$ cat src/rtl/spi_host_pkg.sv
// Shared types and constants for the host-side SPI master: FSM states, transfer
// modes, word/count widths and the saturating word-count helper.
package spi_host_pkg;

  localparam int WORD_W = 32;
  localparam int CNT_W  = 12;
  localparam logic [WORD_W-1:0] TERM_WORD_DEF = 32'hFFFF_FFFF;

  typedef enum logic [2:0] {
    IDLE,
    SETUP,
    SHIFT_HI,
    SHIFT_LO,
    GAP
  } state_e;

  typedef enum logic {
    MODE_WRITE,
    MODE_DRAIN
  } mode_e;

  // Count sticks at all-ones instead of wrapping back to zero.
  function automatic logic [CNT_W-1:0] sat_inc(input logic [CNT_W-1:0] v);
    return (v == {CNT_W{1'b1}}) ? v : v + CNT_W'(1);
  endfunction

endpackage

$ cat src/rtl/spi_host_master_if.sv
// Bus bundle between host logic and spi_host_master: tx word handshake,
// drain request, rx result stream, status and the four SPI pins.
interface spi_host_master_if;

  logic                             tx_valid;
  logic                             tx_ready;
  logic [spi_host_pkg::WORD_W-1:0]  tx_data;
  logic                             drain_start;
  logic                             rx_valid;
  logic [spi_host_pkg::WORD_W-1:0]  rx_data;
  logic                             rx_last;
  logic                             drain_err;
  logic                             busy;
  logic                             sck;
  logic                             ss_n;
  logic                             mosi;
  logic                             miso;

  modport master (
    input  tx_valid, tx_data, drain_start, miso,
    output tx_ready, rx_valid, rx_data, rx_last, drain_err, busy, sck, ss_n, mosi
  );

  modport slave (
    output tx_valid, tx_data, drain_start, miso,
    input  tx_ready, rx_valid, rx_data, rx_last, drain_err, busy, sck, ss_n, mosi
  );

endinterface

$ cat src/rtl/spi_host_sckgen.sv
// SCK half-period timer: while run_i is high, strobes phase_done_o on the last
// of every CLK_DIV clk cycles; idles at zero when run_i is low.
module spi_host_sckgen #(
  parameter int unsigned CLK_DIV = 4
) (
  input  logic clk,
  input  logic reset,
  input  logic run_i,
  output logic phase_done_o
);

  logic [7:0] cnt_q;
  logic [7:0] cnt_d;

  assign phase_done_o = run_i && (cnt_q == 8'(CLK_DIV - 1));

  always_comb begin
    cnt_d = cnt_q + 8'd1;
    if (!run_i || phase_done_o) begin
      cnt_d = 8'd0;
    end
  end

  always_ff @(posedge clk) begin
    if (reset) begin
      cnt_q <= 8'd0;
    end else begin
      cnt_q <= cnt_d;
    end
  end

endmodule

$ cat src/rtl/spi_host_master.sv
// Host-side SPI mode-0 master: writes 32-bit words, or drains result words until
// TERM_WORD or MAX_WORDS. Build option SPI_HOST_TERM_STRIP_EN zeroes the terminator's rx_data.
module spi_host_master
  import spi_host_pkg::*;
#(
  parameter int unsigned       CLK_DIV    = 4,
  parameter int unsigned       GAP_CYCLES = 8,
  parameter int unsigned       MAX_WORDS  = 2048,
  parameter logic [WORD_W-1:0] TERM_WORD  = TERM_WORD_DEF
) (
  input logic               clk,
  input logic               reset,
  spi_host_master_if.master spi
);

  localparam int GW = $clog2(GAP_CYCLES + 1);

  state_e            state_q, state_d;
  mode_e             mode_q;
  logic [WORD_W-1:0] shift_q;
  logic [4:0]        bit_q;
  logic [CNT_W-1:0]  word_cnt_q, word_cnt_d;
  logic [GW-1:0]     gap_q;
  logic              stop_q;
  logic [1:0]        miso_sync_q;
  logic              rx_valid_q, rx_last_q, drain_err_q;
  logic [WORD_W-1:0] rx_data_q;

  logic in_frame, phase_done, frame_end, gap_done, term_hit, cap_hit;

  assign in_frame   = (state_q == SETUP) || (state_q == SHIFT_HI) || (state_q == SHIFT_LO);
  assign frame_end  = (state_q == SHIFT_LO) && phase_done && (bit_q == 5'd31);
  assign gap_done   = (state_q == GAP) && (gap_q == GW'(GAP_CYCLES - 1));
  assign word_cnt_d = sat_inc(word_cnt_q);
  assign term_hit   = (shift_q == TERM_WORD);
  assign cap_hit    = (word_cnt_d == CNT_W'(MAX_WORDS));

  spi_host_sckgen #(
    .CLK_DIV (CLK_DIV)
  ) u_sckgen (
    .clk          (clk),
    .reset        (reset),
    .run_i        (in_frame),
    .phase_done_o (phase_done)
  );

  always_ff @(posedge clk) begin
    if (reset) begin
      state_q <= IDLE;
    end else begin
      state_q <= state_d;
    end
  end

  always_comb begin
    state_d = state_q;
    case (state_q)
      IDLE:     if (spi.drain_start || spi.tx_valid) state_d = SETUP;
      SETUP:    if (phase_done) state_d = SHIFT_HI;
      SHIFT_HI: if (phase_done) state_d = SHIFT_LO;
      SHIFT_LO: if (phase_done) state_d = (bit_q == 5'd31) ? GAP : SHIFT_HI;
      GAP:      if (gap_done) state_d = (mode_q == MODE_DRAIN && !stop_q) ? SETUP : IDLE;
      default:  state_d = IDLE;
    endcase
  end

  // tx_ready looks at drain_start combinationally so a same-cycle drain request wins.
  always_comb begin
    spi.tx_ready = 1'b0;
    spi.sck      = 1'b0;
    spi.ss_n     = 1'b1;
    spi.mosi     = 1'b0;
    spi.busy     = (state_q != IDLE);
    case (state_q)
      IDLE:     spi.tx_ready = !reset && !spi.drain_start;
      SETUP, SHIFT_LO: begin
        spi.ss_n = 1'b0;
        spi.mosi = shift_q[WORD_W-1];
      end
      SHIFT_HI: begin
        spi.ss_n = 1'b0;
        spi.sck  = 1'b1;
        spi.mosi = shift_q[WORD_W-1];
      end
      default: ;
    endcase
  end

  assign spi.rx_valid  = rx_valid_q;
  assign spi.rx_data   = rx_data_q;
  assign spi.rx_last   = rx_last_q;
  assign spi.drain_err = drain_err_q;

  // One register serves both directions: tx bits leave from the top while miso enters at the bottom.
  always_ff @(posedge clk) begin
    if (reset) begin
      mode_q      <= MODE_WRITE;
      shift_q     <= '0;
      bit_q       <= '0;
      word_cnt_q  <= '0;
      gap_q       <= '0;
      stop_q      <= 1'b0;
      miso_sync_q <= '0;
      rx_valid_q  <= 1'b0;
      rx_last_q   <= 1'b0;
      rx_data_q   <= '0;
      drain_err_q <= 1'b0;
    end else begin
      miso_sync_q <= {miso_sync_q[0], spi.miso};
      rx_valid_q  <= 1'b0;
      rx_last_q   <= 1'b0;
      case (state_q)
        IDLE: begin
          bit_q  <= '0;
          stop_q <= 1'b0;
          if (spi.drain_start) begin
            shift_q     <= '0;
            mode_q      <= MODE_DRAIN;
            word_cnt_q  <= '0;
            drain_err_q <= 1'b0;
          end else if (spi.tx_valid) begin
            shift_q <= spi.tx_data;
            mode_q  <= MODE_WRITE;
          end
        end
        SHIFT_HI: begin
          if (phase_done) shift_q <= {shift_q[WORD_W-2:0], miso_sync_q[1]};
        end
        SHIFT_LO: begin
          if (phase_done) begin
            bit_q <= bit_q + 5'd1;
            gap_q <= '0;
          end
          if (frame_end && mode_q == MODE_DRAIN) begin
            rx_valid_q <= 1'b1;
            rx_last_q  <= term_hit || cap_hit;
            stop_q     <= term_hit || cap_hit;
            word_cnt_q <= word_cnt_d;
            if (cap_hit && !term_hit) drain_err_q <= 1'b1;
`ifdef SPI_HOST_TERM_STRIP_EN
            rx_data_q <= term_hit ? '0 : shift_q;
`else
            rx_data_q <= shift_q;
`endif
          end
        end
        GAP: begin
          gap_q <= gap_q + GW'(1);
          if (gap_done) shift_q <= '0;
        end
        default: ;
      endcase
    end
  end

endmodule

$ cat src/flat_wrapper.sv
// flat-port wrapper written by rule: the top's interface ports become plain ports
module spi_host_master_flat import spi_host_pkg::*;
#(
  parameter int unsigned       CLK_DIV    = 4,
  parameter int unsigned       GAP_CYCLES = 8,
  parameter int unsigned       MAX_WORDS  = 2048,
  parameter logic [WORD_W-1:0] TERM_WORD  = TERM_WORD_DEF
)
  (clk, reset, spi_tx_valid, spi_tx_data, spi_drain_start, spi_miso, spi_tx_ready, spi_rx_valid, spi_rx_data, spi_rx_last, spi_drain_err, spi_busy, spi_sck, spi_ss_n, spi_mosi);
  spi_host_master_if spi_i ();
  input logic clk;
  input logic reset;
  input wire logic [$bits(spi_i.tx_valid)-1:0] spi_tx_valid;
  input wire logic [$bits(spi_i.tx_data)-1:0] spi_tx_data;
  input wire logic [$bits(spi_i.drain_start)-1:0] spi_drain_start;
  input wire logic [$bits(spi_i.miso)-1:0] spi_miso;
  output wire logic [$bits(spi_i.tx_ready)-1:0] spi_tx_ready;
  output wire logic [$bits(spi_i.rx_valid)-1:0] spi_rx_valid;
  output wire logic [$bits(spi_i.rx_data)-1:0] spi_rx_data;
  output wire logic [$bits(spi_i.rx_last)-1:0] spi_rx_last;
  output wire logic [$bits(spi_i.drain_err)-1:0] spi_drain_err;
  output wire logic [$bits(spi_i.busy)-1:0] spi_busy;
  output wire logic [$bits(spi_i.sck)-1:0] spi_sck;
  output wire logic [$bits(spi_i.ss_n)-1:0] spi_ss_n;
  output wire logic [$bits(spi_i.mosi)-1:0] spi_mosi;
  assign spi_i.tx_valid = spi_tx_valid;
  assign spi_i.tx_data = spi_tx_data;
  assign spi_i.drain_start = spi_drain_start;
  assign spi_i.miso = spi_miso;
  assign spi_tx_ready = spi_i.tx_ready;
  assign spi_rx_valid = spi_i.rx_valid;
  assign spi_rx_data = spi_i.rx_data;
  assign spi_rx_last = spi_i.rx_last;
  assign spi_drain_err = spi_i.drain_err;
  assign spi_busy = spi_i.busy;
  assign spi_sck = spi_i.sck;
  assign spi_ss_n = spi_i.ss_n;
  assign spi_mosi = spi_i.mosi;
  spi_host_master #(.CLK_DIV(CLK_DIV), .GAP_CYCLES(GAP_CYCLES), .MAX_WORDS(MAX_WORDS), .TERM_WORD(TERM_WORD)) u_core (.clk(clk), .reset(reset), .spi(spi_i));
endmodule
$ cat config.mk
export PLATFORM = sky130hd
export DESIGN_NAME = spi_host_master_flat
export DESIGN_NICKNAME = d
export VERILOG_FILES = /design/src/rtl/spi_host_pkg.sv /design/src/rtl/spi_host_master_if.sv /design/src/rtl/spi_host_sckgen.sv /design/src/rtl/spi_host_master.sv /design/src/flat_wrapper.sv
export SDC_FILE = /design/constraint.sdc
export NUM_CORES = 1
export LEC_CHECK = 0
export ABC_AREA = 1
export CAP_MARGIN = 20
export CORE_MARGIN = 1
export CORE_UTILIZATION = 50
export CTS_CLUSTER_DIAMETER = 60
export DETAILED_ROUTE_END_ITERATION = 6
export GPL_ROUTABILITY_DRIVEN = 0
export PLACE_DENSITY = 0.75
export SLEW_MARGIN = 20
export SYNTH_ARGS = -nofsm -noshare
export SYNTH_HDL_FRONTEND = slang
export SYNTH_HIERARCHICAL = 1
export SYNTH_SLANG_ARGS = --single-unit
export TNS_END_PERCENT = 20
$ cat constraint.sdc
create_clock -name clk -period 3.8 [get_ports clk]
set_input_delay 0.57 -clock clk [delete_from_list [all_inputs] [get_ports clk]]
set_output_delay 0.57 -clock clk [all_outputs]
set_load 0.05 [all_outputs]
Word-level counts from Yosys, hierarchy flattened
Index checks and enable logic that the tools add are counted.
{ "word_totals": {"register_bits": 103, "romBits": 0, "input_bits": 37, "mem_bits_rw": 0, "latch_bits": 0, "wordCells": 109, "memories": 0} }
{ "op_classes": {"muxes": 34, "n_bitwise": 2, "n_lt_le_gt_ge": 0, "eq_ne": 19, "n_reduce_logical": 37, "shifts": 0, "mul": 0, "n_addsub": 4, "div_mod_pow": 0} }
{ "op_table": {"columns": ["op", "n"], "rows": [
  ["$mux W32", 4],
  ["$pmux W32 S3", 1],
  ["$mux W12", 3],
  ["$eq A32 B32 Y1 const B", 1],
  ["$eq A12 B12 Y1 const B", 2],
  ["$pmux W12 S2", 1],
  ["$mux W3", 6],
  ["$pmux W3 S5", 1],
  ["$add A12 B1 Y12 const B", 1],
  ["$mux W1", 12],
  ["$ne A2 B1 Y1 const B", 5],
  ["$pmux W5 S2", 1],
  ["$reduce_and A2 Y1", 5],
  ["$add A8 B1 Y8 const B", 1],
  ["$eq A8 B2 Y1 const B", 1],
  ["$logic_and A1 B1 Y1", 8],
  ["$pmux W4 S2", 1],
  ["$reduce_and A4 Y1", 2],
  ["$eq A3 B2 Y1 const B", 2],
  ["$ne A2 B2 Y1 const B", 3],
  ["$reduce_bool A2 Y1", 3],
  ["$reduce_bool A3 Y1", 2],
  ["$reduce_or A3 Y1", 2],
  ["$add A5 B1 Y5 const B", 1],
  ["16 further kinds", 27]
]} }

Longest topological paths before layout
Gate-level depths: netlist of run 1.
{ "logic_depth": {"ltp_word": 9, "mapped_depth": 13, "depth_no_buf": 13} }

Modules after synthesis
Netlist of run 1, hierarchy kept.
{ "modules_own_cells": {"columns": ["module", "instances", "cells_each", "area_per_inst_um2"], "rows": [
  ["spi_host_master", 1, 627, 4370.4],
  ["spi_host_sckgen", 1, 68, 446.7]
]} }

Least setup slack after synthesis of run 1
Ideal clock, no wire load.
{ "synth_timing": {"kind": "flip-flop to output port", "start": "register u_core.state_q[1]", "end": "output port spi_tx_ready", "n_path_buf": 0, "path_stages_with_launch": 4, "t_arrival_ns": 1.882, "slack_ns": 1.348, "cell_sequence": "dfxtp_1 > nor2_2 > nand2_2 > nor3_1"} }
{ "synth_via": {"elab_chain_cells": 2} }
{ "synth_rtl": {"columns": ["item", "line_no", "rtl"], "rows": [
  ["from (decl)", "spi_host_master.sv:18", "state_e state_q, state_d;"],
  ["from (signal assigned)", "spi_host_master.sv:51", "state_q <= state_d;"],
  ["$logic_not A3 Y1", "spi_host_master.sv:74", "case (state_q)"],
  ["$mux W1", "spi_host_master.sv:74", null],
  ["to (decl)", "flat_wrapper.sv:17", "output wire logic [$bits(spi_i.tx_ready)-1:0] spi_tx_ready;"]
]} }
No other way between the ends.

Worst setup path in the final report of run 1
{ "layout_timing": {"start": "register u_core.state_q[2]", "end": "output port spi_sck"} }
{ "layout_via": {"elab_chain_cells": 2} }
{ "layout_rtl": {"columns": ["item", "line_no", "rtl"], "rows": [
  ["$eq A3 B2 Y1", "spi_host_master.sv:74", null],
  ["$mux W1", "spi_host_master.sv:74", null],
  ["to (decl)", "flat_wrapper.sv:23", "output wire logic [$bits(spi_i.sck)-1:0] spi_sck;"]
]} }
No other way between the ends.

==> flow_metrics.env, run 1 <==
export IMPL_wl_per_cell_um=13.2
export IMPL_p_leak_nw=2.28
export IMPL_grt_pass1_wl_mm=19.4
export IMPL_setup_violations=0
export IMPL_synth_edff_count=0
export IMPL_initialDrtViolationCount=289
export IMPL_pre_cts_ws_ps=1140
export IMPL_dieArea_mm2=0.0100
export IMPL_slew_headroom_pct=42.1
export IMPL_htree_levels=3
export IMPL_synth_yosys_warnings=6
export IMPL_startpoint_type="register"
export IMPL_fin_skew_ps=11.5
export IMPL_io_pins=77
export IMPL_core_area_mm2=0.00928
export IMPL_place_area_mm2=0.00564
export IMPL_syn_inst=695
export IMPL_cp_max_fo=20
export IMPL_grtUsageTotal_pct=24.0
export IMPL_drive_gt1_share_pct=7.11
export IMPL_drtAntennaViolNets=0
export IMPL_place_detailed_hpwl_mm=8.28
export IMPL_whs_ps=449
export IMPL_cp_required_ps=3230
export IMPL_synth_cell_types=34
export IMPL_cp_common_cell="inv_2"
export IMPL_p_total_mw=3.25
export IMPL_stdcell_area_mm2=0.00585
export IMPL_mostFrequentLayoutCell="nand2_1"
export IMPL_drtPass1Iterations=5
export IMPL_port_buffers=76
export IMPL_ys_seq_elements=103
export IMPL_ctsHoldBuffers=0
export IMPL_ir_drop_mv=0.387
export IMPL_path_clk_slew_ps=110
export IMPL_nets=796
export IMPL_cts_buffer_depth=2
export IMPL_synth_compound_area_share_pct=20.7
export IMPL_crit_path_end_kind="output pin"
export IMPL_synth_xor_area_share_pct=0.727
export IMPL_async_reset_ff_share_pct=0
export IMPL_n_antenna_cell=0
export IMPL_clock_sinks=103
export IMPL_overflow=0
export IMPL_syn_cell_area_mm2=0.00482
export IMPL_vias_per_cell=5.25
export IMPL_crit_path_max_incr_delay_ps=870
export IMPL_grt_setup_unrepaired="no"
export IMPL_drv_cap=0
export IMPL_power_density_mw_per_mm2=555
export IMPL_grt_max_degree=52
export IMPL_period_share_pct=80.4
export IMPL_drcViolationCount=0
export IMPL_core_rowCount=35
export IMPL_arrival_ps=2490
export IMPL_status="completed"
export IMPL_fmax_mhz=327
export IMPL_cts_root_buffer="clkbuf_8"
export IMPL_post_cts_buffers=0
export IMPL_finalWirelength_mm=11.7
export IMPL_synthFlopType="dfxtp_1"
export IMPL_start_util_pct=51.9
export IMPL_die_y_um=100
export IMPL_setup_tns_final_ps=0
export IMPL_synthSimpleGateAreaFrac_pct=26.1
export IMPL_hp_class="register to register"
export IMPL_crit_slowest_cell="clkdlybuf4s50_1"
export IMPL_hold_violations=0
export IMPL_vias=4662
export IMPL_post_route_min_period_ps=3060
export IMPL_die_w_um=100
export IMPL_final_cell_mix="142 x nand2_1, 103 x dfxtp_1, 95 x nor2_1"
export IMPL_cts_buffers=9
export IMPL_ctsResizeCount=0
export IMPL_synthMuxAreaShare_pct=0
export IMPL_grt_pass1_vias=4143
export IMPL_synthAdderAreaFrac_pct=1.30
export IMPL_clk_latency_ps=360
export IMPL_crit_path_cell_trace="inv_2 -> nand3_2 -> inv_2 -> clkdlybuf4s50_1"
export IMPL_finalMaxSlewViolations=0
export IMPL_seq_area_frac_synth_pct=42.8
export IMPL_fin_ws_ps=744
export IMPL_syn_nets=737
export IMPL_synth_top_family_by_area="simple AND/OR/NAND/NOR gates"
export IMPL_worst_slew_pin_slew_ps=865
export IMPL_antenna_found_initial=0
export IMPL_cts_tree="yes"
export IMPL_critPathKind="register to output pin"
export IMPL_area_growth_pct=21.5
export IMPL_syn_area_per_cell_um2=6.93
## path summary, 6_finish.rpt
| path | startpoint | end | slack, ps | cells past startpoint |
|---|---|---|---|---|
| min reg2reg | u_core/miso_sync_q[0] | u_core/miso_sync_q[1] | 450 | 2 |
| max reg2reg | u_core/state_q[2] | u_core/shift_q[4] | 1220 | 7 |
| max | u_core/state_q[2] | spi_sck | 740 | 4 |
| min | u_core/miso_sync_q[0] | u_core/miso_sync_q[1] | 450 | 2 |
## power breakdown
part | total, mW | internal [mW] | switching (mW)
sequential | 1.44 | 1.29 | 0.155
combinational | 1.09 | 0.325 | 0.764
clock | 0.720 | 0.320 | 0.401
total | 3.25 | 1.93 | 1.32
## Yosys cell counts (all sizes together), types with 5 or more instances
master	n	area, um^2
nand2	149	582
dfxtp	103	2060
nor2	103	422
o21ai	95	490
a21oi	69	372
inv	68	255
nand3	24	130
clkbuf	17	63.8
o22ai	17	106
buf	16	85.1
nor3	9	45.0
nand4	6	37.5
ha	5	62.6
## through the flow
step	util, %	cells
finish	63.0	888
floorplan	-	695
global route	63.0	888
CTS	63.0	888
detailed placement	60.8	872
global placement	60.8	872
## routing by layer
layer | global-route usage, % | up-vias | part of all wire [%]
li1 | - | 2386 | -
met1 | 34.2 | 2132 | 48
met2 | 37.5 | 135 | 46
met3 | 3.62 | 9 | 5.8
met4 | 7.02 | 0 | 0.86
met5 | 0 | - | 0
## sequential cells by signal, indices dropped and copies added (netlist names)
register,count
u_core/bit_q,5
u_core/u_sckgen/cnt_q,8
u_core/miso_sync_q,2
u_core/stop_q,1
u_core/mode_q,1
u_core/spi.rx_data,32
u_core/word_cnt_q,12
u_core/spi.rx_valid,1
u_core/spi.rx_last,1
u_core/shift_q,32
u_core/spi.drain_err,1
u_core/state_q,3
u_core/gap_q,4
## worst max-delay path: cells and delay by family, from the launching register on
kind	cells	cell delay [ps]
flip-flops	1	380
buffers and inverters	3	1390
AND/OR/NAND/NOR	1	360
## kinds of logic (layout without fill, tap and decap cells)
family,Yosys count,after routing
adder cells (fa/ha/maj),5,5
XOR/XNOR,4,4
AO/OA/AOI/OAI,185,185
AND/OR/NAND/NOR,297,297
flip-flops,103,103
buffers and inverters,101,165
## cell type report
class                   instances  area, um^2
fillers                       873        3430
repair buffers                 81         811
clock buffers                   9         124
well taps                     129         161
clock inverters                 7        86.3
inverters                      68         255
multi-input cells             491        2350
flip-flops and latches        103        2060
Note: power is estimated with default switching activity, not from simulation.
==> run 2: changes to the inputs <==
Clock period 3.8 ns to 3.2 ns, I/O delays scaled along.
==> run 2 against run 1 <==
Register-to-register slack worse by 580 ps. Final cell count up 0.34%. Sequential power up 19%. Global-route usage about the same. Sequential share of layout area up 0.060 points. Die area unchanged. Clock-buffer cell count up 1.
==> flow_metrics.env, run 2 (same netlist as run 1, synthesis figures left out) <==
export IMPL_htree_levels=3
export IMPL_wl_per_cell_um=13.1
export IMPL_hold_violations=0
export IMPL_path_clk_slew_ps=100
export IMPL_overflow=0
export IMPL_cp_max_fo=20
export IMPL_drv_cap=0
export IMPL_crit_path_end_kind="output pin"
export IMPL_startpoint_type="register"
export IMPL_finalWirelength_mm=11.7
export IMPL_cts_buffers=9
export IMPL_core_rowCount=35
export IMPL_grt_setup_unrepaired="no"
export IMPL_fin_ws_ps=481
export IMPL_sw_frac_of_total_pct=41.2
export IMPL_io_pins=77
export IMPL_period_share_pct=85.0
export IMPL_mostFrequentLayoutCell="nand2_1"
export IMPL_initialDrtViolationCount=204
export IMPL_arrival_ps=2240
export IMPL_vias=4632
export IMPL_start_util_pct=51.9
export IMPL_clock_sinks=103
export IMPL_crit_slowest_cell="clkdlybuf4s50_1"
export IMPL_p_leak_nw=2.29
export IMPL_post_cts_buffers=0
export IMPL_drcViolationCount=0
export IMPL_grt_pass1_wl_mm=19.3
export IMPL_ctsResizeCount=0
export IMPL_r2r_setup_slack_ps=640
export IMPL_place_area_mm2=0.00565
export IMPL_place_inst=875
export IMPL_crit_path_cell_trace="inv_2 -> nand3_2 -> inv_2 -> clkdlybuf4s50_1"
export IMPL_cp_common_cell="inv_2"
export IMPL_n_antenna_cell=0
export IMPL_hp_class="register to register"
export IMPL_antenna_found_initial=0
export IMPL_clockPowerShare_pct=21.3
export IMPL_drive_gt1_share_pct=7.61
export IMPL_grt_pass1_vias=4176
export IMPL_status="completed"
export IMPL_p_switching_mw=1.58
export IMPL_nets=799
export IMPL_drtPass1Iterations=5
export IMPL_die_w_um=100
export IMPL_power_density_mw_per_mm2=655
export IMPL_ir_drop_mv=0.381
export IMPL_post_route_min_period_ps=2720
export IMPL_cts_buffer_depth=2
export IMPL_grtUsageTotal_pct=23.9
export IMPL_grt_max_degree=70
export IMPL_final_cell_count_no_fill=891
export IMPL_area_growth_pct=21.2
export IMPL_clk_latency_ps=370
export IMPL_drtAntennaViolNets=0
export IMPL_fmax_mhz=368
export IMPL_p_int_mw=2.25
export IMPL_cts_root_buffer="clkbuf_8"
export IMPL_crit_buf_inv=3
export IMPL_crit_path_max_incr_delay_ps=820
export IMPL_stdcell_area_mm2=0.00584
export IMPL_critPathKind="register to output pin"
export IMPL_p_total_mw=3.82
export IMPL_core_area_mm2=0.00928
export IMPL_final_cell_mix="142 x nand2_1, 103 x dfxtp_1, 95 x nor2_1"
export IMPL_pre_cts_ws_ps=667
export IMPL_setup_violations=0
export IMPL_die_y_um=100
export IMPL_p_seq_share_pct=44.7
export IMPL_cp_required_ps=2720
export IMPL_place_detailed_hpwl_mm=8.21
export IMPL_cts_tree="yes"
export IMPL_ctsHoldBuffers=0
export IMPL_vias_per_cell=5.20
export IMPL_cp_top_family="buffers and inverters"
export IMPL_setup_tns_final_ps=0
export IMPL_fin_skew_ps=16.1
export IMPL_slew_headroom_pct=45.2
export IMPL_worst_slew_pin_slew_ps=820
export IMPL_port_buffers=76
export IMPL_dieArea_mm2=0.0100
export IMPL_power_frac_comb_pct=34.0
export IMPL_finalMaxSlewViolations=0
==> run 2: cell types whose count changed in the layout (fill, tap and decap cells not counted), sizes merged <==
cell,change
inv,+2
clkinv,-1
buf,+4
clkbuf,+1
clkdlybuf4s50,-1
bufinv,-1
clkinvlp,-1
==> run 2: layer usage <==
layer	track usage, %	vias to the layer above	share of wire (%)
li1	-	2389	-
met1	33.1	2098	48
met2	38.5	126	46
met3	3.83	19	4.4
met4	7.13	0	1.5
met5	0	-	0
==> run 2: area by class of cell <==
cell class | instances | area (um^2)
timing repair buffer | 84 | 818
clock inverter | 6 | 55.1
multi-input combinational | 491 | 2350
clock buffer | 10 | 138
inverter | 68 | 255
tap | 129 | 161
sequential | 103 | 2060
fill | 850 | 3440
==> run 2: worst paths after layout <==
check	start	cells past startpoint	endpoint
setup / recovery	u_core/state_q[2]	4	spi_sck
hold / removal	u_core/miso_sync_q[0]	2	u_core/miso_sync_q[1]
setup reg to reg	u_core/u_sckgen/cnt_q[0]	10	u_core/spi.rx_data[27]
hold reg to reg	u_core/miso_sync_q[0]	2	u_core/miso_sync_q[1]
==> run 2: power by group through the flow <==
| stage | clock network [mW] | logic (mW) | registers (mW) |
|---|---|---|---|
| after detailed placement | 0 | 1.29 | 1.73 |
| after global routing | 0.873 | 1.44 | 1.74 |
| after global placement | 0 | 1.26 | 1.72 |
| after CTS | 0.836 | 1.29 | 1.70 |
| final | 0.815 | 1.30 | 1.71 |
| after floorplan | 0 | 1.02 | 1.68 |
==> run 2: worst reg2reg max path, cell delays in order, from the launching register on <==
cell     delay [ps]
dfxtp_1         410
ha_1            250
nand2_2          80
nor2_1          130
nand2_2          80
nor2_1          280
nand2_2         150
nor2_4          330
buf_4           440
o21ai_0         160
a21oi_1         170
==> run 2: per-stage QoR <==
step                      util [%]  hold slack, ps
after floorplan                  -             388
after global placement        60.8             437
after detailed placement      60.8             441
after CTS                     62.9             462
after global routing          62.9             466
final                         62.9             442
